===== src/rtl/uart_pkg.sv =====
// Shared definitions for the UART transmit arbiter: FSM encoding and default ack window.
package uart_pkg;

    typedef enum logic [2:0] {
        ST_IDLE,
        ST_GRANT,
        ST_START,
        ST_WAIT_ACK,
        ST_WAIT_DONE
    } arb_state_e;

    localparam int ACK_TO_DEF = 64;

endpackage


===== src/rtl/rr_pick.sv =====
// Combinational round-robin picker: first set request strictly after 'last', wrapping.
module rr_pick #(
    parameter int N  = 4,
    parameter int IW = $clog2(N)
) (
    input  logic [N-1:0]  req,
    input  logic [IW-1:0] last,
    output logic [IW-1:0] pick,
    output logic          hit
);

    always_comb begin
        logic [IW-1:0] j;
        j    = '0;
        pick = last;
        hit  = 1'b0;
        // Scan from the farthest candidate back so the nearest one after 'last' wins.
        for (int k = N; k >= 1; k--) begin
            j = IW'((int'(last) + k) % N);
            if (req[j]) begin
                pick = j;
                hit  = 1'b1;
            end
        end
    end

endmodule


===== src/rtl/uart_tx_arb.sv =====
// Arbitrates N_REQ byte sources onto one UART transmitter with lockable bursts and an ack timeout.
module uart_tx_arb
    import uart_pkg::*;
#(
    parameter int N_REQ  = 4,
    parameter int ACK_TO = ACK_TO_DEF,
    parameter int GW     = $clog2(N_REQ),
    parameter int CW     = $clog2(ACK_TO)
) (
    input  logic                 clk,
    input  logic                 rst,
    input  logic [N_REQ-1:0]     req_valid,
    input  logic [8*N_REQ-1:0]   req_data,
    input  logic [N_REQ-1:0]     req_lock,
    output logic [N_REQ-1:0]     req_ready,
    output logic                 tx_start,
    output logic [7:0]           tx_data,
    input  logic                 tx_busy,
    output logic [GW-1:0]        grant_id,
    output logic                 err_timeout
);

    localparam logic [CW-1:0] CNT_MAX  = '1;
    localparam logic [CW-1:0] ACK_LAST = CW'(ACK_TO - 1);

    arb_state_e                state, state_nxt;
    logic [CW-1:0]             cnt;
    logic [GW-1:0]             pick;
    logic                      hit;
    logic [N_REQ-1:0][7:0]     req_bytes;

    assign req_bytes = req_data;

    rr_pick #(.N(N_REQ), .IW(GW)) u_pick (
        .req  (req_valid),
        .last (grant_id),
        .pick (pick),
        .hit  (hit)
    );

    always_ff @(posedge clk or posedge rst) begin
        if (rst) begin
            state    <= ST_IDLE;
            grant_id <= GW'(N_REQ - 1);
            tx_data  <= 8'h00;
            cnt      <= '0;
        end else begin
            state <= state_nxt;
            if (state == ST_IDLE && state_nxt == ST_GRANT)
                grant_id <= pick;
            // tx_data only moves here, so it holds across the whole frame.
            if (state == ST_GRANT)
                tx_data <= req_bytes[grant_id];
            if (state == ST_START)
                cnt <= '0;
            else if (state == ST_WAIT_ACK && cnt != CNT_MAX)
                cnt <= cnt + 1'b1;
        end
    end

    always_comb begin
        state_nxt   = state;
        req_ready   = '0;
        tx_start    = 1'b0;
        err_timeout = 1'b0;
        case (state)
            ST_IDLE: begin
                if (hit && !tx_busy)
                    state_nxt = ST_GRANT;
            end
            ST_GRANT: begin
                req_ready[grant_id] = 1'b1;
                state_nxt           = ST_START;
            end
            ST_START: begin
                tx_start  = 1'b1;
                state_nxt = ST_WAIT_ACK;
            end
            ST_WAIT_ACK: begin
                if (tx_busy) begin
                    state_nxt = ST_WAIT_DONE;
                end else if (cnt == ACK_LAST) begin
                    err_timeout = 1'b1;
                    state_nxt   = ST_IDLE;
                end
            end
            ST_WAIT_DONE: begin
                // A locked owner with another byte ready skips arbitration.
                if (!tx_busy)
                    state_nxt = (req_lock[grant_id] && req_valid[grant_id]) ? ST_GRANT : ST_IDLE;
            end
            default: state_nxt = ST_IDLE;
        endcase
    end

endmodule


===== config.mk =====
export PLATFORM = sky130hd
export DESIGN_NAME = uart_tx_arb
export DESIGN_NICKNAME = d
export VERILOG_FILES = /design/src/rtl/uart_pkg.sv /design/src/rtl/rr_pick.sv /design/src/rtl/uart_tx_arb.sv
export SDC_FILE = /design/constraint.sdc
export NUM_CORES = 1
export LEC_CHECK = 0
export ABC_AREA = 1
export BUFFER_PORTS_ARGS = -buffer_cell sky130_fd_sc_hd__buf_2
export CORE_MARGIN = 2
export CORE_UTILIZATION = 48
export CTS_CLUSTER_SIZE = 12
export DETAILED_ROUTE_END_ITERATION = 8
export PLACE_DENSITY = 0.79
export SLEW_MARGIN = 20
export SYNTH_ARGS = -nofsm -noshare
export SYNTH_HDL_FRONTEND = slang
export SYNTH_SLANG_ARGS = --single-unit

===== constraint.sdc =====
create_clock -name clk -period 2.1 [get_ports clk]
set_input_delay 0.21 -clock clk [delete_from_list [all_inputs] [get_ports clk]]
set_output_delay 0.21 -clock clk [all_outputs]
set_load 0.005 [all_outputs]

Word-level counts from Yosys, hierarchy flattened

Index checks and enable logic that the tools add are counted.

Order comparisons: 6
Shift-type cells: 0
Mux-type cells: 37
Divide/modulo/power cells: 0
$add $sub $neg: 5
$mul: 0
Reductions and logical operators: 10
Bitwise logic cells: 0
Equality and inequality tests: 7

Operator list:

| kind                                                                                 | count |
|---|---|
| 8-bit binary-select mux with 2-bit select                                            | 1 |
| 1-bit two-way mux                                                                    | 16 |
| 2-bit by 3-bit < comparator with 1-bit output (second input constant)                | 5 |
| 3-bit case mux with 5 select lines                                                   | 1 |
| 1-bit binary-select mux with 2-bit select                                            | 6 |
| 3-bit two-way mux                                                                    | 4 |
| 6-bit two-way mux                                                                    | 2 |
| 2-bit two-way mux                                                                    | 4 |
| 8-bit two-way mux                                                                    | 1 |
| 6-bit by 1-bit adder with 6-bit output (second input constant)                       | 1 |
| 3-bit by 1-bit == test with 1-bit output (second input constant)                     | 2 |
| 3-bit by 2-bit == test with 1-bit output (second input constant)                     | 2 |
| 6-bit == test (second input constant)                                                | 1 |
| 6-bit != test (second input constant)                                                | 1 |
| 1-bit logical AND                                                                    | 5 |
| 2-bit by 1-bit adder with 2-bit output (second input constant)                       | 2 |
| 2-bit adder (second input constant)                                                  | 2 |
| 4-bit two-way mux                                                                    | 1 |
| 4-bit nonzero test                                                                   | 1 |
| 3-bit == test (second input constant)                                                | 1 |
| 3-bit logical NOT                                                                    | 1 |
| 1-bit demux with 2-bit select                                                        | 1 |
| 2-bit by 1-bit greater-or-equal comparator with 1-bit output (second input constant) | 1 |
| 2-bit AND reduction                                                                  | 1 |
| 2 further kinds                                                                      | 2 |

Bits of input ports: 43
Output and inout port bits: 16
Register bits: 19
Memories kept: 0
Latch bits: 0
RAM bits: 0
ROM bits: 0
Word-level logic and storage cells: 69

Logic depth before layout (Yosys ltp)

Gate-level depths: netlist (run 1).

Depth after elaboration: 13
Depth in mapped cells: 13
Gate-level depth less buffers: 10

By module

Synthesis (run 1) repeated with hierarchy kept, for this count alone.

Cell total of the unflattened synthesis: 227
Area, all modules: 1480.2 um2

By module, submodules not included:

| module      | instances | cells an instance | area each (um2) | sequential area each (um2) |
|---|---|---|---|---|
| uart_tx_arb | 1         | 180               | 1238.7          | 478.0 |
| rr_pick     | 1         | 47                | 241.5           | 0.0 |

Least setup slack after synthesis (run 1)

OpenSTA, ideal clock, no wires.

Path kind: reg2reg
Start point: reg grant_id[0]
End point: reg grant_id[0]
Setup slack: 0.163 ns
Data arrival time: 1.876 ns
Clock period less this slack: 1.937 ns
Data required time: 2.040 ns
Stages on the path, launching flop included: 13
Library setup time: 0.060 ns
Buffers on the path: 3
Cells stage by stage: dfstp_2 -> buf_6 -> inv_4 -> buf_2 -> buf_2 -> ha_1 -> inv_1 -> nand2_1 -> nand2_1 -> inv_1 -> a21oi_1 -> nand3_1 -> nand2_1

Longest elaborated chain between the ends: 13
Elaborated cells between the ends (all ways): 34
Classes of those cells: 4 x add/sub; 1 x eq/ne; 24 x mux; 5 x reduce/logical

RTL lines:

| what                                      | line              | RTL |
|---|---|---|
| from (decl)                               | uart_tx_arb.sv:19 | `output logic [GW-1:0] grant_id,` |
| from (signal assigned)                    | uart_tx_arb.sv:44 | `grant_id <= GW'(N_REQ - 1);` |
| from (signal assigned)                    | uart_tx_arb.sv:50 | `grant_id <= pick;` |
| 2-bit by 1-bit adder with 2-bit output    | rr_pick.sv:19     | `j = IW'((int'(last) + k) % N);` |
| 1-bit binary-select mux with 2-bit select | rr_pick.sv:20     | `if (req[j]) begin` |
| 1-bit two-way mux (implied by the code)   | rr_pick.sv:20     |  |
| 1-bit two-way mux (4 in a row)            | rr_pick.sv:20     |  |
| 1-bit logical AND                         | uart_tx_arb.sv:68 | `if (hit && !tx_busy)` |
| 3-bit two-way mux                         | uart_tx_arb.sv:68 |  |
| 3-bit case mux with 5 select lines        | uart_tx_arb.sv:66 | `case (state)` |
| 3-bit by 1-bit == test with 1-bit output  | uart_tx_arb.sv:49 | `if (state == ST_IDLE && state_nxt == ST_GRANT)` |
| 1-bit logical AND                         | uart_tx_arb.sv:49 |  |
| 2-bit AND reduction (no source line)      | --                |  |

Parallel ways exist; a longest one is shown, timed or not. The select of a mux whose other input is x is not followed.
A chain may end at the register's enable or synchronous reset.

Final worst setup path (run 1)

Start point: reg grant_id[0]
End point: out req_ready[3]

Longest elaborated chain between the ends: 5
Elaborated cells between the ends (all ways): 6
Classes of those cells: 2 x order compare; 3 x mux; 1 x reduce/logical

RTL lines:

| what                                                                                                                                                       | line              | RTL |
|---|---|---|
| 2-bit by 3-bit < comparator with 1-bit output (implied by the code) / 2-bit by 1-bit greater-or-equal comparator with 1-bit output (equally long branches) | uart_tx_arb.sv:72 | `req_ready[grant_id] = 1'b1;` |
| 1-bit logical AND (implied by the code)                                                                                                                    | uart_tx_arb.sv:72 |  |
| 1-bit two-way mux (implied by the code)                                                                                                                    | uart_tx_arb.sv:72 |  |
| 1-bit demux with 2-bit select (*)                                                                                                                          | uart_tx_arb.sv:72 |  |
| 4-bit two-way mux (*)                                                                                                                                      | uart_tx_arb.sv:66 |  |
| to (decl)                                                                                                                                                  | uart_tx_arb.sv:15 | `output logic [N_REQ-1:0] req_ready,` |

Mark *: on every way between the ends. The rest lies on a longest branch, timed or not.

==> impl_metrics.py, run 1 <==
metrics = {
    "outcome": {
        "status": "completed",
    },
    "critical_path": {
        "reg2reg_depth": 10,
        "worst-setup-path-type": "flop to output pin",
        "crit_fanout": 17,
        "reg2reg_from": "grant_id[0]$_DFFE_PP1P_",
        "crit_path_end_kind": "output pin",
        "worstPathRequired_ns": 1.89,
        "rr_endpoint": "state[0]$_DFF_PP0_",
        "crit_start": "grant_id[0]$_DFFE_PP1P_",
        "startpoint_type": "flop",
        "cp_data_arrival_time_ns": 1.74,
        "r2r_slack_ns": 0.30,
    },
    "synthesis": {
        "synth-async-reset-ratio_pct": 100,
        "syn_avg_cell_area_um2": 6.61,
        "synth_edf_count": 0,
        "ys_ff_latch": 19,
        "ys_warn_count": 0,
        "ys_types": 26,
        "syn_area_um2": 1460,
        "syn_nets": 269,
        "synth_ff_type": "dfrtp_1",
        "synthCells": 221,
        "synth-seq-area-share_pct": 32.7,
    },
    "grt": {
        "grt.total_usage_pct": 21.1,
        "first_global_vias": 1366,
        "grt_max_degree": 26,
        "grt_overflow": 0,
        "grt_pass1_wl_mm": 5.69,
        "antenna_found_initial": 0,
    },
    "timing": {
        "worstMarginPinSlew_ns": 0.737,
        "hold_viol_final": 0,
        "rsz0062_at_grt": "false",
        "maxSlewHeadroom_pct": 50.8,
        "fin_setup_tns_ns": 0,
        "layout_min_cycle_time_ns": 1.95,
        "finalSetupViolations": 0,
        "min_period_over_period_pct": 92.9,
        "fmax_mhz": 513,
        "maxSlewViolCount": 0,
        "clock-skew-final_ns": 0.00304,
    },
    "pwr": {
        "peakVddDrop_v": 0.000732,
        "p_leak_nw": 0.966,
        "p_total_mw": 2.26,
        "power_density_nw_per_um2": 1250,
    },
    "die": {
        "fp.dieH_um": 59.2,
        "initial_core_util_pct": 49.1,
        "core_um2": 2980,
        "io_pins": 59,
        "die_w_um": 59.2,
        "rows": 20,
        "die_area_um2": 3500,
    },
    "detailed_routing": {
        "vias": 1592,
        "drc": 0,
        "final_antenna_net_count": 0,
        "wl_per_cell_um": 11.5,
        "routed_wl_mm": 3.58,
        "drt-initial-drc-count": 83,
        "drt_first_pass_iters": 5,
        "via_per_inst": 5.09,
    },
    "clock_network": {
        "cts_root_buffer": "clkbuf_4",
        "ctsHtreeMaxLevel": 1,
        "clkLatencyLatePin_ns": 0.30,
        "cts_resized": 0,
        "cts_setup_buffers": 0,
        "ctsHoldBuffers": 0,
        "numCtsBuffers": 3,
        "cts_buffer_depth": 2,
        "path_clk_slew_ns": 0.11,
        "cts.sinks": 19,
        "cts_tree": "built",
    },
    "finish": {
        "mostFrequentLayoutCell": "buf_2",
        "num-nets-final": 329,
        "final_cells": 313,
        "drive_gt1_share_pct": 28.9,
        "final_core_util_pct": 60.6,
        "finalInstanceArea_um2": 1800,
        "area_growth_pct": 23.5,
        "n_antenna_cell": 0,
        "nFillCells": 275,
        "final_cell_mix": "buf_2 (58), nor2_1 (53), nand2_1 (42)",
    },
    "placement": {
        "place_inst": 309,
        "dp_hpwl_mm": 2.82,
        "port_buffers": 58,
        "dpl_cell_area_um2": 1780,
        "place_congestion": 0.920,
    },
    "hold_path": {
        "min_path_type": "primary input to asynchronous set/reset pin",
    },
    "job": {
        "drv_cap": 0,
    },
}
report_power, final:
part	leakage, nW	switching, mW	internal, mW	total, mW
combinational	0.723	0.860	0.552	1.41
sequential	0.228	0.137	0.518	0.655
clock	0.0150	0.117	0.0739	0.191
cell type report:
| type | count | area, um^2 | share of cell area (%) |
|---|---|---|---|
| multi-input cells | 167 | 827 | 45.8 |
| well taps | 33 | 41.3 | 2.29 |
| inverters | 27 | 104 | 5.76 |
| repair buffers | 63 | 328 | 18.2 |
| flip-flops and latches | 19 | 478 | 26.5 |
| clock buffers | 4 | 26.3 | 1.46 |
layer usage:
layer,vias to the layer above,track usage [%],routed length [um]
li1,830,-,-
met1,711,28.5,1630
met4,0,9.74,82
met3,8,2.84,131
met2,43,33.3,1740
met5,-,0,0
how the worst max path moves through the flow:
stage | endpoint | slack, ns | cells past startpoint
6_report | req_ready[3] | 0.15 | 5
5_1_grt | req_ready[3] | 0.06 | 5
4_1_cts | req_ready[3] | 0.17 | 5
3_5_place_dp | state[0]$_DFF_PP0_ | 0.33 | 10
3_3_place_gp | grant_id[0]$_DFFE_PP1P_ | 0.37 | 9
2_1_floorplan | grant_id[0]$_DFFE_PP1P_ | 0.16 | 12
logic make-up (layout without fill, tap and decap cells):
| logic type | Yosys count | count (layout) | share of synthesized area (%) |
|---|---|---|---|
| simple gates | 120 | 120 | 35.8 |
| compound gates | 42 | 42 | 16.5 |
| buf+inv | 35 | 94 | 10.7 |
| flops | 19 | 19 | 32.7 |
| fa+ha+maj | 5 | 5 | 4.28 |
cells in the mapped netlist (2+ instances only):
| cell type | n | area (um^2) |
|---|---|---|
| dfrtp_1 | 17 | 425 |
| nand3_1 | 13 | 65.1 |
| nor3_1 | 2 | 10.0 |
| nand2_2 | 2 | 12.5 |
| buf_6 | 2 | 22.5 |
| nand4_1 | 2 | 12.5 |
| a31oi_1 | 8 | 50.1 |
| ha_1 | 5 | 62.6 |
| o21ai_0 | 23 | 115 |
| buf_2 | 6 | 30.0 |
| dfstp_2 | 2 | 52.6 |
| nor3_4 | 2 | 32.5 |
| nand2_1 | 42 | 158 |
| inv_2 | 3 | 11.3 |
| a21oi_1 | 7 | 35.0 |
| inv_1 | 23 | 86.3 |
| nor2_1 | 53 | 199 |
registers in the layout, indices dropped and copies added, names as in the netlist:
signal	cells
tx_data	8
cnt	6
state	3
grant_id	2
worst max-delay path, stage by stage, from the launching register on:
cell and delay (ns):
dfstp_2 0.73, buf_4 0.26, ha_1 0.16, inv_1 0.03, nor2_1 0.12, buf_2 0.13
metrics by stage:
step / hold WS [ns] / setup WS (ns)
floorplan: 0.160 / 0.163
CTS: 0.0576 / 0.167
detailed placement: 0.383 / 0.330
finish: 0.0159 / 0.149
global placement: 0.389 / 0.368
global route: 0.0867 / 0.0575
No activity file was read; power rests on OpenSTA's default activity.
==> run 2: changes to the inputs <==
Settings changed: CORE_UTILIZATION 48 to 50, CTS_BUF_LIST from default to sky130_fd_sc_hd__clkbuf_8, PLACE_DENSITY 0.79 to 0.82.
Clock period 2.1 ns to 2.51 ns, I/O delays scaled along.
==> run 2 against run 1 <==
Net effect: hold slack improved by 0.085 ns; die area is 3.7% lower; clock skew fell by 0.00097 ns; via count shrank 3.2%; cell count shrank 1.6%; highest routed layer unchanged.
==> impl_metrics.py, run 2 (synthesized netlist as in run 1, its figures left out) <==
metrics = {
    "clock_network": {
        "numCtsBuffers": 3,
        "cts_tree": "built",
        "cts_root_buffer": "clkbuf_8",
        "ctsHoldBuffers": 0,
        "cts_buffer_depth": 2,
        "clkLatencyLatePin_ns": 0.25,
        "path_clk_slew_ns": 0.07,
        "cts_setup_buffers": 0,
        "cts_resized": 0,
        "cts.sinks": 19,
        "ctsHtreeMaxLevel": 1,
    },
    "pwr": {
        "p_seq_share_pct": 30.5,
        "power_switching_mw": 0.926,
        "p_sw_share_pct": 48.6,
        "power_density_nw_per_um2": 1060,
        "peakVddDrop_v": 0.000635,
        "p_int_mw": 0.978,
        "p_leak_nw": 0.962,
        "comb_power_share_pct": 58.4,
        "p_clk_share_pct": 11.1,
    },
    "detailed_routing": {
        "routed_wl_mm": 3.52,
        "drc": 0,
        "drt_first_pass_iters": 4,
        "final_antenna_net_count": 0,
        "via_per_inst": 5.00,
        "vias": 1541,
        "drt-initial-drc-count": 71,
        "wl_per_cell_um": 11.4,
    },
    "critical_path": {
        "crit_path_end_kind": "flop",
        "crit_fanout": 16,
        "startpoint_type": "flop",
        "cp_data_arrival_time_ns": 2.17,
        "worst-setup-path-type": "flop to flop",
        "worstPathRequired_ns": 2.71,
    },
    "timing": {
        "fmax_mhz": 507,
        "hold_viol_final": 0,
        "finalSetupViolations": 0,
        "maxSlewHeadroom_pct": 52.5,
        "maxSlewViolCount": 0,
        "clock-skew-final_ns": 0.00207,
        "worstMarginPinSlew_ns": 0.712,
        "rsz0062_at_grt": "false",
        "fin_setup_tns_ns": 0,
        "layout_min_cycle_time_ns": 1.97,
        "min_period_over_period_pct": 78.6,
        "fin_hold_ws_ns": 0.101,
    },
    "grt": {
        "grt-busiest-layer": "met2",
        "grt_use_met2_pct": 37.8,
        "grt_max_degree": 27,
        "grt_use_met3_pct": 2.23,
        "antenna_found_initial": 0,
        "grt_pass1_wl_mm": 5.80,
        "grt_overflow": 0,
        "met1_usage_pct": 28.8,
        "grt.total_usage_pct": 21.9,
        "first_global_vias": 1405,
    },
    "die": {
        "fp.dieH_um": 58.1,
        "io_pins": 59,
        "initial_core_util_pct": 53.0,
        "core_um2": 2760,
        "rows": 19,
        "die_w_um": 58.1,
        "die_area_um2": 3370,
    },
    "finish": {
        "n_antenna_cell": 0,
        "final_cell_mix": "buf_2 (58), nor2_1 (53), nand2_1 (42)",
        "largest_reg_flops": 8,
        "num-nets-final": 326,
        "mostFrequentLayoutCell": "buf_2",
        "area_growth_pct": 23.1,
        "drive_gt1_share_pct": 28.5,
        "nFillCells": 269,
        "reg_top3": "tx_data (8), cnt (6), state (3)",
        "largest_register": "tx_data",
    },
    "placement": {
        "place_congestion": 0.864,
        "dp_hpwl_mm": 2.80,
        "port_buffers": 58,
    },
    "job": {
        "drv_cap": 0,
    },
    "hold_path": {
        "min_path_type": "primary input to asynchronous set/reset pin",
    },
    "outcome": {
        "status": "completed",
    },
}
## run 2: cell types whose count changed in the layout (fill, tap and decap cells not counted), sizes merged
cell and change:
clkinv +1, buf -3, clkbuf -1
## run 2: worst paths after layout
path / start / cells past startpoint / slack [ns] / endpoint
setup / recovery: grant_id[1]$_DFFE_PP1P_ / 8 / 0.54 / grant_id[0]$_DFFE_PP1P_
hold reg to reg: cnt[0]$_DFFE_PP0P_ / 1 / 0.50 / cnt[0]$_DFFE_PP0P_
max in group asynchronous: rst / 2 / 1.96 / cnt[5]$_DFFE_PP0P_
min in group clk: tx_busy / 3 / 0.28 / state[2]$_DFF_PP0_
hold / removal: rst / 2 / 0.10 / tx_data[7]$_DFFE_PP0P_
setup reg to reg: grant_id[1]$_DFFE_PP1P_ / 8 / 0.54 / grant_id[0]$_DFFE_PP1P_
## run 2: power groups by stage
stage                     Combinational, mW  Clock (mW)  Sequential, mW
after global routing                   1.29       0.231           0.600
after detailed placement               1.11           0           0.584
after global placement                 1.09           0           0.576
after floorplan                       0.877           0           0.536
final                                  1.11       0.212           0.580
after CTS                              1.12       0.213           0.578
## run 2: per-stage QoR
stage                     instances  power, mW  setup WS (ns)  area, um^2  util (%)
after detailed placement        304       1.70          0.557        1750      63.6
after floorplan                 221       1.41          0.573        1460         -
after CTS                       308       1.91          0.543        1800      65.2
after global placement          304       1.66          0.603        1750      63.6
final                           308       1.90          0.536        1800      65.2
after global routing            308       2.12          0.339        1800      65.2
## run 2: metal layers
layer / vias up / part of all wire (%)
met5: - / 0
met4: 0 / 1.1
met3: 4 / 4.7
met2: 48 / 49
met1: 666 / 45
li1: 823 / -
## run 2: worst max-delay path, stage by stage, from the launching register on
cell and delay (ns):
dfstp_2 0.70, inv_1 0.25, ha_1 0.40, nand3_1 0.12, nand2_1 0.12, inv_1 0.06, a21oi_1 0.13, nand3_1 0.09
nand2_1 0.07
## run 2: area by class of cell
class	count	area, um^2	share of cell area, %
clock buffers	3	41.3	2.29
clock inverters	1	5.00	0.278
inverters	27	104	5.77
multi-input cells	167	827	46.0
flip-flops and latches	19	478	26.6
well taps	31	38.8	2.16
repair buffers	60	305	17.0
